File: config.mk
export PLATFORM = sky130hd
export DESIGN_NAME = phase_unwrap_scheduler
export DESIGN_NICKNAME = d
export VERILOG_FILES = /design/src/rtl/phase_unwrap_scheduler.sv
export SDC_FILE = /design/constraint.sdc
export NUM_CORES = 1
export LEC_CHECK = 0
export ABC_AREA = 1
export ABC_CLOCK_PERIOD_IN_PS = 6800
export BUFFER_PORTS_ARGS = -buffer_cell sky130_fd_sc_hd__buf_4
export CAP_MARGIN = 20
export CORE_UTILIZATION = 45
export DETAILED_ROUTE_END_ITERATION = 8
export HOLD_SLACK_MARGIN = 0.06
export PLACE_DENSITY = 0.64
export REMOVE_ABC_BUFFERS = 1
export SLEW_MARGIN = 30
export SYNTH_ARGS = -nofsm -noshare
export SYNTH_HDL_FRONTEND = slang
export SYNTH_SLANG_ARGS = --single-unit
File: constraint.sdc
create_clock -name aclk -period 6.8 [get_ports aclk]
set_input_delay 0.68 -clock aclk [delete_from_list [all_inputs] [get_ports aclk]]
set_output_delay 0.68 -clock aclk [all_outputs]
set_load 0.01 [all_outputs]
File: src/rtl/phase_unwrap_scheduler.sv
// Shares one phase-unwrap datapath among NCH channels: a round-robin arbiter feeds a 4-state FSM
// that turns 3Q21 wrapped phase into 11Q21 unwrapped phase, with per-channel wrap-count state.
module phase_unwrap_scheduler #(
   parameter int NCH                = 2,
   parameter int S_AXIS_TDATA_WIDTH = 24,
   parameter int M_AXIS_TDATA_WIDTH = 32,
   parameter int WRAP_MAX           = 160
) (
   input  logic                              aclk,
   input  logic                              aresetn,
   input  logic [NCH*S_AXIS_TDATA_WIDTH-1:0] S_AXIS_tdata,
   input  logic [NCH-1:0]                    S_AXIS_tvalid,
   output logic [NCH-1:0]                    S_AXIS_tready,
   input  logic [NCH-1:0]                    enable,
   output logic [M_AXIS_TDATA_WIDTH-1:0]     M_AXIS_tdata,
   output logic [1:0]                        M_AXIS_tid,
   output logic                              M_AXIS_tvalid,
   input  logic                              M_AXIS_tready,
   output logic [NCH-1:0]                    sat_flag
);

   // state  | meaning
   // IDLE   | waiting for a pending channel; grants one round-robin and latches its sample
   // DIFF   | dp = p - prev[ch] (25-bit), samples enable[ch]
   // ACC    | updates the channel's wrap count/state and registers the unwrapped output
   // OUT    | holds the output until the downstream handshake
   localparam logic [1:0] S_IDLE = 2'd0;
   localparam logic [1:0] S_DIFF = 2'd1;
   localparam logic [1:0] S_ACC  = 2'd2;
   localparam logic [1:0] S_OUT  = 2'd3;

   localparam int SW = S_AXIS_TDATA_WIDTH;
   localparam int MW = M_AXIS_TDATA_WIDTH;
   localparam int CW = (NCH > 1) ? $clog2(NCH) : 1;

   localparam logic signed [SW:0]   PI_Q21     = (SW+1)'(6588397);
   localparam logic signed [MW-1:0] TWO_PI_Q21 = MW'(13176795);
   localparam logic signed [8:0]    WMAX       = 9'(WRAP_MAX);

   logic [1:0]           r_state;
   logic [NCH-1:0]       r_pending;
   logic [NCH-1:0]       r_run;
   logic [NCH-1:0]       r_sat;
   logic [SW-1:0]        r_hold [NCH];
   logic signed [SW-1:0] r_prev [NCH];
   logic signed [8:0]    r_wrap [NCH];
   logic [CW-1:0]        r_last;
   logic [CW-1:0]        r_ch;
   logic signed [SW-1:0] r_p;
   logic signed [SW:0]   r_dp;
   logic                 r_en;
   logic [MW-1:0]        r_tdata;
   logic [1:0]           r_tid;
   logic                 r_tvalid;

   logic                 w_found;
   logic [CW-1:0]        w_gnt;
   logic signed [8:0]    w_wrap_nxt;
   logic                 w_sat_set;
   logic signed [MW-1:0] w_p_ext;
   logic signed [MW-1:0] w_wrap_ext;
   logic signed [MW-1:0] w_out;

   assign S_AXIS_tready = aresetn ? ~r_pending : '0;
   assign M_AXIS_tdata  = r_tdata;
   assign M_AXIS_tid    = r_tid;
   assign M_AXIS_tvalid = r_tvalid;
   assign sat_flag      = r_sat;

   // First pending channel at or after last_grant+1, wrapping modulo NCH.
   always_comb begin
      w_found = 1'b0;
      w_gnt   = '0;
      for (int k = 1; k <= NCH; k++) begin
         if (!w_found && r_pending[CW'((int'(r_last) + k) % NCH)]) begin
            w_found = 1'b1;
            w_gnt   = CW'((int'(r_last) + k) % NCH);
         end
      end
   end

   always_comb begin
      w_wrap_nxt = '0;
      w_sat_set  = 1'b0;
      if (r_en && r_run[r_ch]) begin
         w_wrap_nxt = r_wrap[r_ch];
         if (r_dp > PI_Q21) begin
            if (r_wrap[r_ch] == -WMAX) w_sat_set  = 1'b1;
            else                       w_wrap_nxt = r_wrap[r_ch] - 9'sd1;
         end else if (r_dp < -PI_Q21) begin
            if (r_wrap[r_ch] == WMAX)  w_sat_set  = 1'b1;
            else                       w_wrap_nxt = r_wrap[r_ch] + 9'sd1;
         end
      end
      w_p_ext    = {{(MW-SW){r_p[SW-1]}}, r_p};
      w_wrap_ext = {{(MW-9){w_wrap_nxt[8]}}, w_wrap_nxt};
      w_out      = w_p_ext + w_wrap_ext * TWO_PI_Q21;
   end

   always_ff @(posedge aclk or negedge aresetn) begin
      if (!aresetn) begin
         r_state   <= S_IDLE;
         r_pending <= '0;
         r_run     <= '0;
         r_sat     <= '0;
         for (int i = 0; i < NCH; i++) begin
            r_hold[i] <= '0;
            r_prev[i] <= '0;
            r_wrap[i] <= '0;
         end
         r_last   <= CW'(NCH - 1);
         r_ch     <= '0;
         r_p      <= '0;
         r_dp     <= '0;
         r_en     <= 1'b0;
         r_tdata  <= '0;
         r_tid    <= '0;
         r_tvalid <= 1'b0;
      end else begin
         // A pending channel has tready low, so capture never collides with the grant clear.
         for (int i = 0; i < NCH; i++) begin
            if (S_AXIS_tvalid[i] && !r_pending[i]) begin
               r_pending[i] <= 1'b1;
               r_hold[i]    <= S_AXIS_tdata[i*SW +: SW];
            end
         end
         case (r_state)
            S_IDLE: begin
               if (w_found) begin
                  r_pending[w_gnt] <= 1'b0;
                  r_ch             <= w_gnt;
                  r_last           <= w_gnt;
                  r_p              <= r_hold[w_gnt];
                  r_state          <= S_DIFF;
               end
            end
            S_DIFF: begin
               r_dp    <= {r_p[SW-1], r_p} - {r_prev[r_ch][SW-1], r_prev[r_ch]};
               r_en    <= enable[r_ch];
               r_state <= S_ACC;
            end
            S_ACC: begin
               r_wrap[r_ch] <= w_wrap_nxt;
               r_prev[r_ch] <= r_p;
               if (!r_en) begin
                  r_run[r_ch] <= 1'b0;
                  r_sat[r_ch] <= 1'b0;
               end else begin
                  r_run[r_ch] <= 1'b1;
                  if (w_sat_set) r_sat[r_ch] <= 1'b1;
               end
               r_tdata  <= w_out;
               r_tid    <= 2'(r_ch);
               r_tvalid <= 1'b1;
               r_state  <= S_OUT;
            end
            S_OUT: begin
               if (M_AXIS_tready) begin
                  r_tvalid <= 1'b0;
                  r_state  <= S_IDLE;
               end
            end
            default: r_state <= S_IDLE;
         endcase
      end
   end

endmodule
# After elaboration in Yosys (flattened, before gate mapping)
# Cells that the tools add are included.
[totals] register_bits=208 output_inout_bits=39
[classes] add_sub_neg=6 multipliers=1 order_cmp=11 n_eq_ne=8 muxes=54 n_bitwise=10 n_reduce_logical=16
[op_table] op="two-way mux 24 bit" n=7
[op_table] op="two-way mux 9 bit" n=9
[op_table] op="bitwise mux 48 bit" n=1
[op_table] op="adder 24 x 32 -> 32 bit" n=1
[op_table] op="multiplier 9 x 25 -> 32 bit, second input constant" n=1
[op_table] op="greater-than comparator 25 x 24 -> 1 bit, second input constant" n=1
[op_table] op="less-than comparator 25 x 24 -> 1 bit, second input constant" n=1
[op_table] op="subtractor 24 x 24 -> 25 bit" n=1
[op_table] op="demux 24 bit (select 1 bit)" n=1
[op_table] op="two-way mux 1 bit" n=22
[op_table] op="bitwise mux 18 bit" n=1
[op_table] op="== test 9 bit, second input constant" n=2
[op_table] op="two-way mux 2 bit" n=8
[op_table] op="adder 9 x 2 -> 9 bit, second input constant" n=1
[op_table] op="demux 9 bit (select 1 bit)" n=1
[op_table] op="subtractor 9 x 2 -> 9 bit, second input constant" n=1
[op_table] op="case mux 2 bit (4 select lines)" n=1
[op_table] op="AND reduction 2 bit" n=4
[op_table] op="logical AND 1 bit" n=7
[op_table] op="bitwise AND 2 bit" n=3
[op_table] op="less-than comparator 1 x 3 -> 1 bit, second input constant" n=2
[op_table] op="inverter 2 bit" n=3
[op_table] op="== test 2 bit, second input constant" n=2
[op_table] op="greater-or-equal comparator 2 bit, second input constant" n=2
[op_table] op="other kinds (14)" n=23

# Depth between registers and ports, before layout
# Gate-level depths: netlist (run 1).
[depth] depth_word=16 mapped_depth=40 depth_no_buf=39

# Least setup slack after synthesis (run 1)
# OpenSTA, ideal clock, no wires.
[synth_timing] path_type="register to register" start="register r_ch" end="register r_tdata[16], in the netlist M_AXIS_tdata[16]" arrival_time_ps=5977 required_ps=6682 setup_slack_ps=705 path_stages_with_launch=29 n_path_buf=0 period_less_slack_ps=6095 path_cell_list="dfrtp_1 > o21ai_2 > inv_1 > ha_1 > or2_2 > nand3_1 > nand2_1 > nand2_1 > nand2_1 > nand3_1 > inv_1 > fa_1 > inv_1 > fa_1 > inv_1 > fa_1 > fa_1 > inv_1 > fa_1 > inv_1 > ha_1 > a21o_1 > a21oi_1 > nand3_1 > nand3_1 > nand2_1 > or2_2 > nand3_1 > nand2_1"
[synth_between] elab_chain_cells=11
[synth_lines] item="from (decl)" line_no="48" source="logic [CW-1:0] r_ch;"
[synth_lines] item="from (signal assigned)" line_no="131" source="r_ch <= w_gnt;"
[synth_lines] item="inverter 1 -> 2 bit (not written as such)"
[synth_lines] item="two-way mux 9 bit (not written as such) (3 in series)"
[synth_lines] item="adder 9 x 2 -> 9 bit / == test 9 bit (equally long branches)" line_no="92, 91"
[synth_lines] item="two-way mux 9 bit" line_no="91" source="if (r_wrap[r_ch] == WMAX) w_sat_set = 1'b1;"
[synth_lines] item="two-way mux 9 bit" line_no="90" source="end else if (r_dp < -PI_Q21) begin"
[synth_lines] item="two-way mux 9 bit" line_no="87" source="if (r_dp > PI_Q21) begin"
[synth_lines] item="two-way mux 9 bit *" line_no="85" source="if (r_en && r_run[r_ch]) begin"
[synth_lines] item="net w_wrap_nxt[2]" line_no="58" source="logic signed [8:0] w_wrap_nxt;"
[synth_lines] item="multiplier 9 x 25 -> 32 bit *" line_no="97" source="w_out = w_p_ext + w_wrap_ext * TWO_PI_Q21;"
[synth_lines] item="adder 24 x 32 -> 32 bit *" line_no="97"
[synth_lines] item="to (signal assigned)" line_no="152" source="r_tdata <= w_out;"
[synth_lines] item="to (decl)" line_no="52" source="logic [MW-1:0] r_tdata;"
# The timed path passes the listed nets; every way through them passes the cells marked *. The select of a mux whose other input is x is not followed.
# A chain may end at the register's enable or synchronous reset.

# Worst setup path in the final report (run 1)
[layout_timing] start="register r_ch" end="register r_tdata[23], in the netlist M_AXIS_tdata[23]"
# The elaborated chain is that of the path after synthesis.

==> run_results.csv, run 1 <==
group,metric,value,unit
placed_design,dp_hpwl,33020,um
finish,design_area,0.01782,mm2
die,coreArea,0.03387,mm2
die,die-area,0.03550,mm2
sta,slew_headroom,49.79,%
status,status,"finished, final reports clean",
routing,drtAntennaViolNets,0,
sta,fin_crit_sh,95.19,%
clock_tree,hold_buffers,0,
sta,clock_skew,0.01922,ns
clock_tree,post-cts-setup-buffer-count,0,
synth,synth-edff-count,0,
placed_design,place_area,0.01694,mm2
critical_path,worst_r2r_endpoint,"M_AXIS_tdata[23]",
grt,grt-ovfl-total,0,
clock_tree,htreeDepth,1,
routing,routedWlPerCell,16.86,um
finish,nets,2276,
routing,drc_errors,0,
placed_design,io_buffers,92,
die,placement_rows,67,
synth,synth-warning-count,0,
die,io_pins,94,
synth,synth_cells,1904,
clock_tree,cts_root_buf,"clkbuf_16",
routing,routed_wl,41670,um
sta,final_hold_viol_count,0,
sta,tightest_slew,0.7532,ns
critical_path,ff2ff_setup_slack,0.33,ns
clock_tree,cts_tree,"yes",
finish,n_fill_cell,3289,
grt,grt_max_degree,76,
finish,n_antenna_cell,0,
sta,grt_setup_unrepaired,"false",
die,die_x,188.4,um
sta,finalWorstSetupSlack,0.3270,ns
worst_hold_path,hold_path.class,"in2async",
routing,num_vias,13063,
sta,drv_slew,0,
finish,drive_gt1_share,14.34,%
clock_tree,cts.sinks,208,
critical_path,end_kind,"flip-flop",
critical_path,path_buf_inv,6,
synth,syn_avg_cell_area,8.212,um2
die,start_util,46.17,%
synth,synth_flop_cell,"dfrtp_1",
clock_tree,clk_pin_slew,0.07,ns
synth,synth_area,0.01564,mm2
critical_path,worst_path_max_delay_cell,"fa_2",
sta,final-setup-viol-count,0,
critical_path,critPathTopFamily,"adder cells",
die,die_y,188.4,um
routing,drt_iter0_markers,777,
grt,antenna_found_initial,0,
routing,viasPerCell,5.287,
grt,grt_pass1_wl,67610,um
synth,synth-seq-cells,208,
run,maxCapViolCount,0,
critical_path,r2r-start,"r_ch",
finish,finalCoreUtilization,52.61,%
critical_path,worst-path-max-fanout,8,
sta,setup_tns,0,ns
critical_path,path_class,"reg2reg",
sta,period_needed,6.473,ns
clock_tree,cts_buffer_depth,3,
grt,track_usage,23.81,%
critical_path,required,7.24,ns
synth,ys_async_sr_fraction,100.0,%
placed_design,place_ws,0.2127,ns
critical_path,reg2reg_depth,29,
clock_tree,clock_latency,0.55,ns
critical_path,start_kind,"flip-flop",
routing,drtPass1Iterations,5,
sta,fmax,154.5,MHz
clock_tree,numCtsBuffers,24,
grt,grt_pass1_vias,12909,
finish,area_growth,13.95,%
synth,synth_cell_types,49,
synth,synth_seq_area_share,33.30,%
critical_path,arrival,6.92,ns
critical_path,cpPeakStageDelay,0.63,ns
placed_design,gp_congestion,1.027,
[worst max-delay path by stage]
stage / startpoint / end / slack, ns / cells past startpoint
6_report: r_ch / M_AXIS_tdata[23] / 0.33 / 29
5_1_grt: r_ch / M_AXIS_tdata[30] / 0.002 / 35
4_1_cts: r_ch / M_AXIS_tdata[16] / 0.22 / 29
3_5_place_dp: r_ch / M_AXIS_tdata[16] / 0.21 / 30
3_3_place_gp: r_ch / M_AXIS_tdata[11] / 0.26 / 26
2_1_floorplan: r_ch / M_AXIS_tdata[16] / -0.41 / 30
[cells in the final DEF, fill, tap and decap left out, types with 24 or more instances in the layout]
| master | instances |
|---|---|
| clkbuf_16 | 24 |
| nand4_1 | 30 |
| o21ai_0 | 143 |
| nor2_1 | 134 |
| o22ai_1 | 27 |
| dfrtp_1 | 206 |
| buf_4 | 122 |
| mux2_2 | 48 |
| inv_1 | 250 |
| nand2_1 | 450 |
| ha_1 | 130 |
| nand3_1 | 104 |
| a21oi_1 | 65 |
| fa_1 | 80 |
[worst reg2reg max path: cells and delay by family (launching register included)]
| family | cells | cell delay (ns) |
|---|---|---|
| flip-flops | 1 | 0.44 |
| AND/OR/NAND/NOR | 11 | 1.28 |
| AO/OA/AOI/OAI | 4 | 0.79 |
| buffers and inverters | 6 | 0.52 |
| adder cells (fa/ha/maj) | 7 | 3.13 |
| XOR/XNOR | 1 | 0.20 |
[registers in the layout (all words and copies together), names as in the netlist, named ones only]
| register | count |
|---|---|
| r_pending | 2 |
| r_dp | 25 |
| M_AXIS_tdata | 32 |
| r_state | 2 |
| M_AXIS_tid | 1 |
| r_last | 1 |
| r_prev | 48 |
| M_AXIS_tvalid | 1 |
| r_p | 24 |
| r_wrap | 18 |
| r_en | 1 |
| r_hold | 48 |
| r_ch | 1 |
[synth_stat cells, types with 3 or more instances]
master	n	area (um2)
o21a_1	3	22.52
buf_1	3	11.26
mux2i_1	22	220.2
buf_2	11	55.05
nand2_4	3	33.78
nand4_1	30	187.7
or2_2	15	93.84
buf_4	3	22.52
inv_2	8	30.03
a21oi_1	68	340.3
dfrtp_1	207	5180
nor2_2	3	18.77
mux2_2	48	540.5
inv_1	251	942.2
o21ai_0	143	715.7
xnor2_1	16	140.1
clkbuf_1	30	112.6
nand3b_1	6	45.04
nor3_1	23	115.1
ha_1	132	1652
nor2_1	136	510.5
nand2_1	455	1708
nand2_2	14	87.58
a31oi_1	6	37.54
nand3_2	4	40.04
a21o_1	10	75.07
fa_1	82	1642
o22ai_1	27	168.9
o21ai_1	4	20.02
nand3_1	106	530.5
xor2_1	10	87.58
[through the flow]
stage / std cells / hold WS (ns)
after floorplan: 1855 / 0.3844
after global placement: 2429 / 0.4635
after detailed placement: 2429 / 0.4663
after CTS: 2471 / 0.1161
after global routing: 2471 / 0.1507
final: 2471 / 0.1085
[metal layers]
metal  vias to the layer above  track usage (%)  wire length (um)
met4                         0            6.452              1082
met1                      6305            31.59             18360
met5                         -                0                 0
li1                       6386                -                 -
met2                       306            41.37             20500
met3                        66            2.421              1726
[logic make-up after synthesis]
family                   Yosys count  synth area share (%)
flip-flops                       208                 33.30
buffers and inverters            310                 7.698
AO/OA/AOI/OAI                    271                 9.354
adder cells (fa/ha/maj)          214                 21.06
XOR/XNOR                          26                 1.456
other                              1               0.02398
multiplexers                      70                 4.865
AND/OR/NAND/NOR                  804                 22.25
[layout make-up]
type	count	area [um2]	area share (%)
inverters	261	979.7	5.499
clock inverters	7	91.34	0.5126
repair buffers	126	963.4	5.407
well taps	448	560.5	3.146
clock buffers	35	732.0	4.108
multi-input cells	1386	9283	52.10
flip-flops and latches	208	5207	29.23
[repair_timing]
item / 4_1_cts / 5_1_grt
endpoints found under the setup margin: 0 / 15
resized for setup: 0 / 14
hold endpoints to repair: 0 / 0
Power of run 1 is left out: the tool's default activity adds up to more than one toggle a clock period on the data nets, which glitch-free logic cannot reach.
==> inputs of run 2 (changes only) <==
Settings changed: ABC_CLOCK_PERIOD_IN_PS 6800 to 8100.
Clock period 6.8 ns to 8.1 ns, I/O delays scaled along.
==> run_results.csv, run 2 (synthesis gave the netlist of run 1 again) <==
group,metric,value,unit
status,status,"finished, final reports clean",
grt,grt_pass1_vias,12668,
critical_path,cpMostUsedCell,"nand2_1",
die,die_y,188.4,um
critical_path,path_class,"reg2reg",
finish,finalCoreUtilization,52.09,%
finish,design_area,0.01764,mm2
finish,layout_commonest_cell,"nand2_1",
sta,fmax,143.7,MHz
routing,routed_wl,41160,um
worst_hold_path,hold_path.class,"in2async",
sta,drv_slew,0,
die,placement_rows,67,
routing,drt_iter0_markers,838,
critical_path,worst-path-max-fanout,14,
sta,setup_tns,0,ns
routing,drtPass1Iterations,5,
critical_path,cpPeakStageDelay,0.65,ns
grt,antenna_found_initial,0,
grt,grt_pass1_wl,66740,um
critical_path,worst_path_max_delay_cell,"fa_1",
grt,grt-ovfl-total,0,
clock_tree,cts_resized,0,
sta,finalWorstSetupSlack,1.141,ns
sta,slew_headroom,54.33,%
sta,final-setup-viol-count,0,
grt,track_usage,23.70,%
die,coreArea,0.03387,mm2
sta,final_hold_viol_count,0,
clock_tree,cts_buffer_depth,3,
placed_design,io_buffers,92,
sta,period_needed,6.959,ns
placed_design,dp_hpwl,32740,um
routing,drtAntennaViolNets,0,
run,maxCapViolCount,0,
sta,grt_setup_unrepaired,"false",
routing,routedWlPerCell,16.79,um
die,io_pins,94,
die,die_x,188.4,um
finish,final_cell_mix,"454 x nand2_1, 251 x inv_1, 206 x dfrtp_1",
critical_path,start_kind,"flip-flop",
critical_path,critPathTopFamily,"adder cells",
clock_tree,clk_pin_slew,0.06,ns
finish,n_antenna_cell,0,
clock_tree,cts_root_buf,"clkbuf_16",
finish,drive_gt1_share,12.82,%
grt,grt_max_degree,78,
clock_tree,clock_latency,0.55,ns
finish,area_growth,12.83,%
routing,viasPerCell,5.226,
routing,num_vias,12814,
placed_design,gp_congestion,0.9735,
die,die-area,0.03550,mm2
sta,tightest_slew,0.6851,ns
sta,fin_crit_sh,85.91,%
critical_path,arrival,7.40,ns
clock_tree,numCtsBuffers,24,
die,start_util,46.17,%
clock_tree,cts.sinks,208,
critical_path,path_buf_inv,7,
placed_design,place_area,0.01678,mm2
clock_tree,cts_tree,"yes",
clock_tree,hold_buffers,0,
finish,nets,2257,
critical_path,end_kind,"flip-flop",
routing,drc_errors,0,
clock_tree,htreeDepth,1,
placed_design,place_ws,1.179,ns
critical_path,required,8.54,ns
critical_path,ff2ff_setup_slack,1.14,ns
sta,clock_skew,0.01407,ns
clock_tree,post-cts-setup-buffer-count,0,
run 2: changes by cell type in the layout (fill, tap and decap cells not counted), sizes merged:
cell / before / now
bufinv: 1 / 3
buf: 125 / 106
clkinvlp: 1 / 0
clkbuf: 36 / 31
clkinv: 7 / 11
run 2: path summary, 6_finish.rpt:
path	cells after the start	endpoint	from
hold reg to reg	2	M_AXIS_tid[0]	M_AXIS_tid[0]
setup / recovery	31	M_AXIS_tdata[19]	r_ch
hold / removal	1	M_AXIS_tdata[26]	aresetn
min in group aclk	2	M_AXIS_tid[0]	M_AXIS_tid[0]
setup reg to reg	31	M_AXIS_tdata[19]	r_ch
max in group asynchronous	2	r_p[14]	aresetn
run 2: layout make-up:
class                   instances  area (um2)
well taps                     448       560.5
fillers                      3284       16230
clock buffers                  30       663.1
repair buffers                107       833.3
inverters                     261       979.7
flip-flops and latches        208        5207
clock inverters                12       163.9
multi-input cells            1386        9234
run 2: through the flow:
step	hold WS, ns	instances
finish	0.2403	2452
floorplan	0.4457	1855
global route	0.2762	2452
detailed placement	0.4612	2409
global placement	0.4562	2409
CTS	0.2380	2451
run 2: per-layer routing:
metal	up-vias	wire length [um]	global-route usage (%)
li1	6356	-	-
met1	6084	18300	31.59
met2	312	19450	39.51
met3	62	2034	3.483
met4	0	1377	7.878
met5	-	0	0
Power of run 2 is left out for the same reason.
==> inputs of run 3 (changes only) <==
Settings changed: ABC_CLOCK_PERIOD_IN_PS 8100 to 6240, PLACE_DENSITY 0.64 to 0.66.
Clock period 8.1 ns to 6.24 ns, I/O delays scaled along.
==> run_results.csv, run 3 (synthesis gave the netlist of run 1 again) <==
group,metric,value,unit
die,io_pins,94,
critical_path,required,6.66,ns
run,maxCapViolCount,0,
die,coreArea,0.03387,mm2
critical_path,start_kind,"flip-flop",
grt,grt_pass1_wl,71370,um
placed_design,place_ws,-0.08483,ns
critical_path,cpPeakStageDelay,0.60,ns
die,die_x,188.4,um
placed_design,io_buffers,92,
die,start_util,46.17,%
placed_design,dp_hpwl,35010,um
critical_path,arrival,6.37,ns
routing,routed_wl,44170,um
clock_tree,cts.sinks,208,
routing,viasPerCell,5.167,
finish,area_growth,25.24,%
routing,drt_iter0_markers,659,
finish,finalCoreUtilization,57.82,%
routing,drc_errors,0,
critical_path,worstSetupStartpoint,"r_ch",
critical_path,reg2reg_depth,33,
sta,period_needed,5.953,ns
sta,final-setup-viol-count,0,
sta,setup_tns,0,ns
grt,antenna_found_initial,1,
sta,finalWorstSetupSlack,0.2868,ns
die,die_y,188.4,um
sta,tightest_slew,0.7209,ns
clock_tree,cts_root_buf,"clkbuf_16",
sta,final_hold_viol_count,0,
clock_tree,cts_tree,"yes",
sta,drv_slew,0,
critical_path,worst-path-max-fanout,10,
finish,n_antenna_cell,0,
critical_path,ff2ff_setup_slack,0.29,ns
sta,slew_headroom,51.94,%
grt,grt_pass1_vias,13761,
clock_tree,numCtsBuffers,24,
finish,drive_gt1_share,24.37,%
finish,final_cell_mix,"432 x nand2_1, 279 x buf_4, 239 x inv_1",
die,die-area,0.03550,mm2
routing,drtPass1Iterations,6,
sta,fmax,168.0,MHz
placed_design,gp_congestion,0.9380,
critical_path,worst_path_max_delay_cell,"fa_2",
critical_path,path_class,"reg2reg",
finish,nets,2439,
critical_path,cpMostUsedCell,"nand2_1",
grt,grt_max_degree,80,
die,placement_rows,67,
critical_path,r2r-start,"r_ch",
critical_path,end_kind,"flip-flop",
sta,fin_crit_sh,95.40,%
routing,num_vias,13615,
routing,drtAntennaViolNets,0,
routing,routedWlPerCell,16.76,um
clock_tree,clk_pin_slew,0.06,ns
finish,n_fill_cell,3171,
clock_tree,clock_latency,0.53,ns
sta,clock_skew,0.02157,ns
finish,layout_commonest_cell,"nand2_1",
critical_path,worst_r2r_endpoint,"M_AXIS_tdata[28]",
clock_tree,cts_buffer_depth,3,
critical_path,crit_end,"M_AXIS_tdata[28]",
status,status,"finished, final reports clean",
grt,track_usage,25.26,%
worst_hold_path,hold_path.class,"in2reg",
grt,grt-ovfl-total,0,
clock_tree,htreeDepth,1,
-- run 3: cell count changes in the layout (fill, tap and decap cells not counted), moves of 8 or more --
cell,before,now
nand3_2,4,19
a21oi_1,68,60
nand2_2,15,31
o21ai_0,143,134
inv_2,8,18
nor2_2,5,13
ha_4,0,12
inv_1,251,239
ha_1,132,119
nand3_1,106,87
nor2_1,134,120
nand2_1,454,432
buf_4,104,279
-- run 3: cell type report --
class | instances | area [um2] | area share [%]
inverters | 261 | 985.9 | 5.035
repair buffers | 289 | 2226 | 11.37
well taps | 448 | 560.5 | 2.862
multi-input cells | 1386 | 9784 | 49.96
flip-flops and latches | 208 | 5207 | 26.59
clock buffers | 37 | 730.7 | 3.731
clock inverters | 6 | 87.58 | 0.4473
-- run 3: how the worst min path moves through the flow --
stage / startpoint / endpoint / slack, ns / depth (start not counted)
after floorplan: aresetn / M_AXIS_tdata[0] / 0.33 / 0
after global placement: M_AXIS_tdata[2] / M_AXIS_tdata[2] / 0.46 / 2
after detailed placement: M_AXIS_tdata[2] / M_AXIS_tdata[2] / 0.46 / 2
after CTS: S_AXIS_tdata[2] / r_hold[26] / 0.30 / 2
after global routing: S_AXIS_tdata[22] / r_hold[46] / 0.32 / 2
final: S_AXIS_tdata[2] / r_hold[26] / 0.33 / 2
-- run 3: worst max-delay path, delay by kind of cell, from the launching register on --
family	cells	cell delay, ns
adder cells (fa/ha/maj)	6	2.83
AND/OR/NAND/NOR	16	1.61
buffers and inverters	10	0.89
flip-flops	1	0.47
AO/OA/AOI/OAI	1	0.07
-- run 3: repair_timing --
action                                  CTS  global route
pin swaps                                 1            64
hold buffers                              1             0
resized for setup                         5           138
endpoints found under the setup margin    8            24
buffers inserted                          0             8
cloned                                    0             1
endpoints found under the hold margin    18             0
-- run 3: metrics by stage --
step	area (um2)	hold slack, ns	instances
after floorplan	15410	0.3284	1855
after global placement	18090	0.4596	2582
after detailed placement	18100	0.4637	2582
after CTS	18940	0.3014	2626
after global routing	19580	0.3158	2635
final	19580	0.3283	2635
-- run 3: layer usage --
metal	wire length [um]	vias up	share of wire (%)	track usage, %
met1	19640	6551	44	33.80
met4	943	0	2.1	6.297
met5	0	-	0	0
met2	21860	272	49	43.85
li1	-	6722	-	-
met3	1727	70	3.9	2.440
Power of run 3 is left out for the same reason.
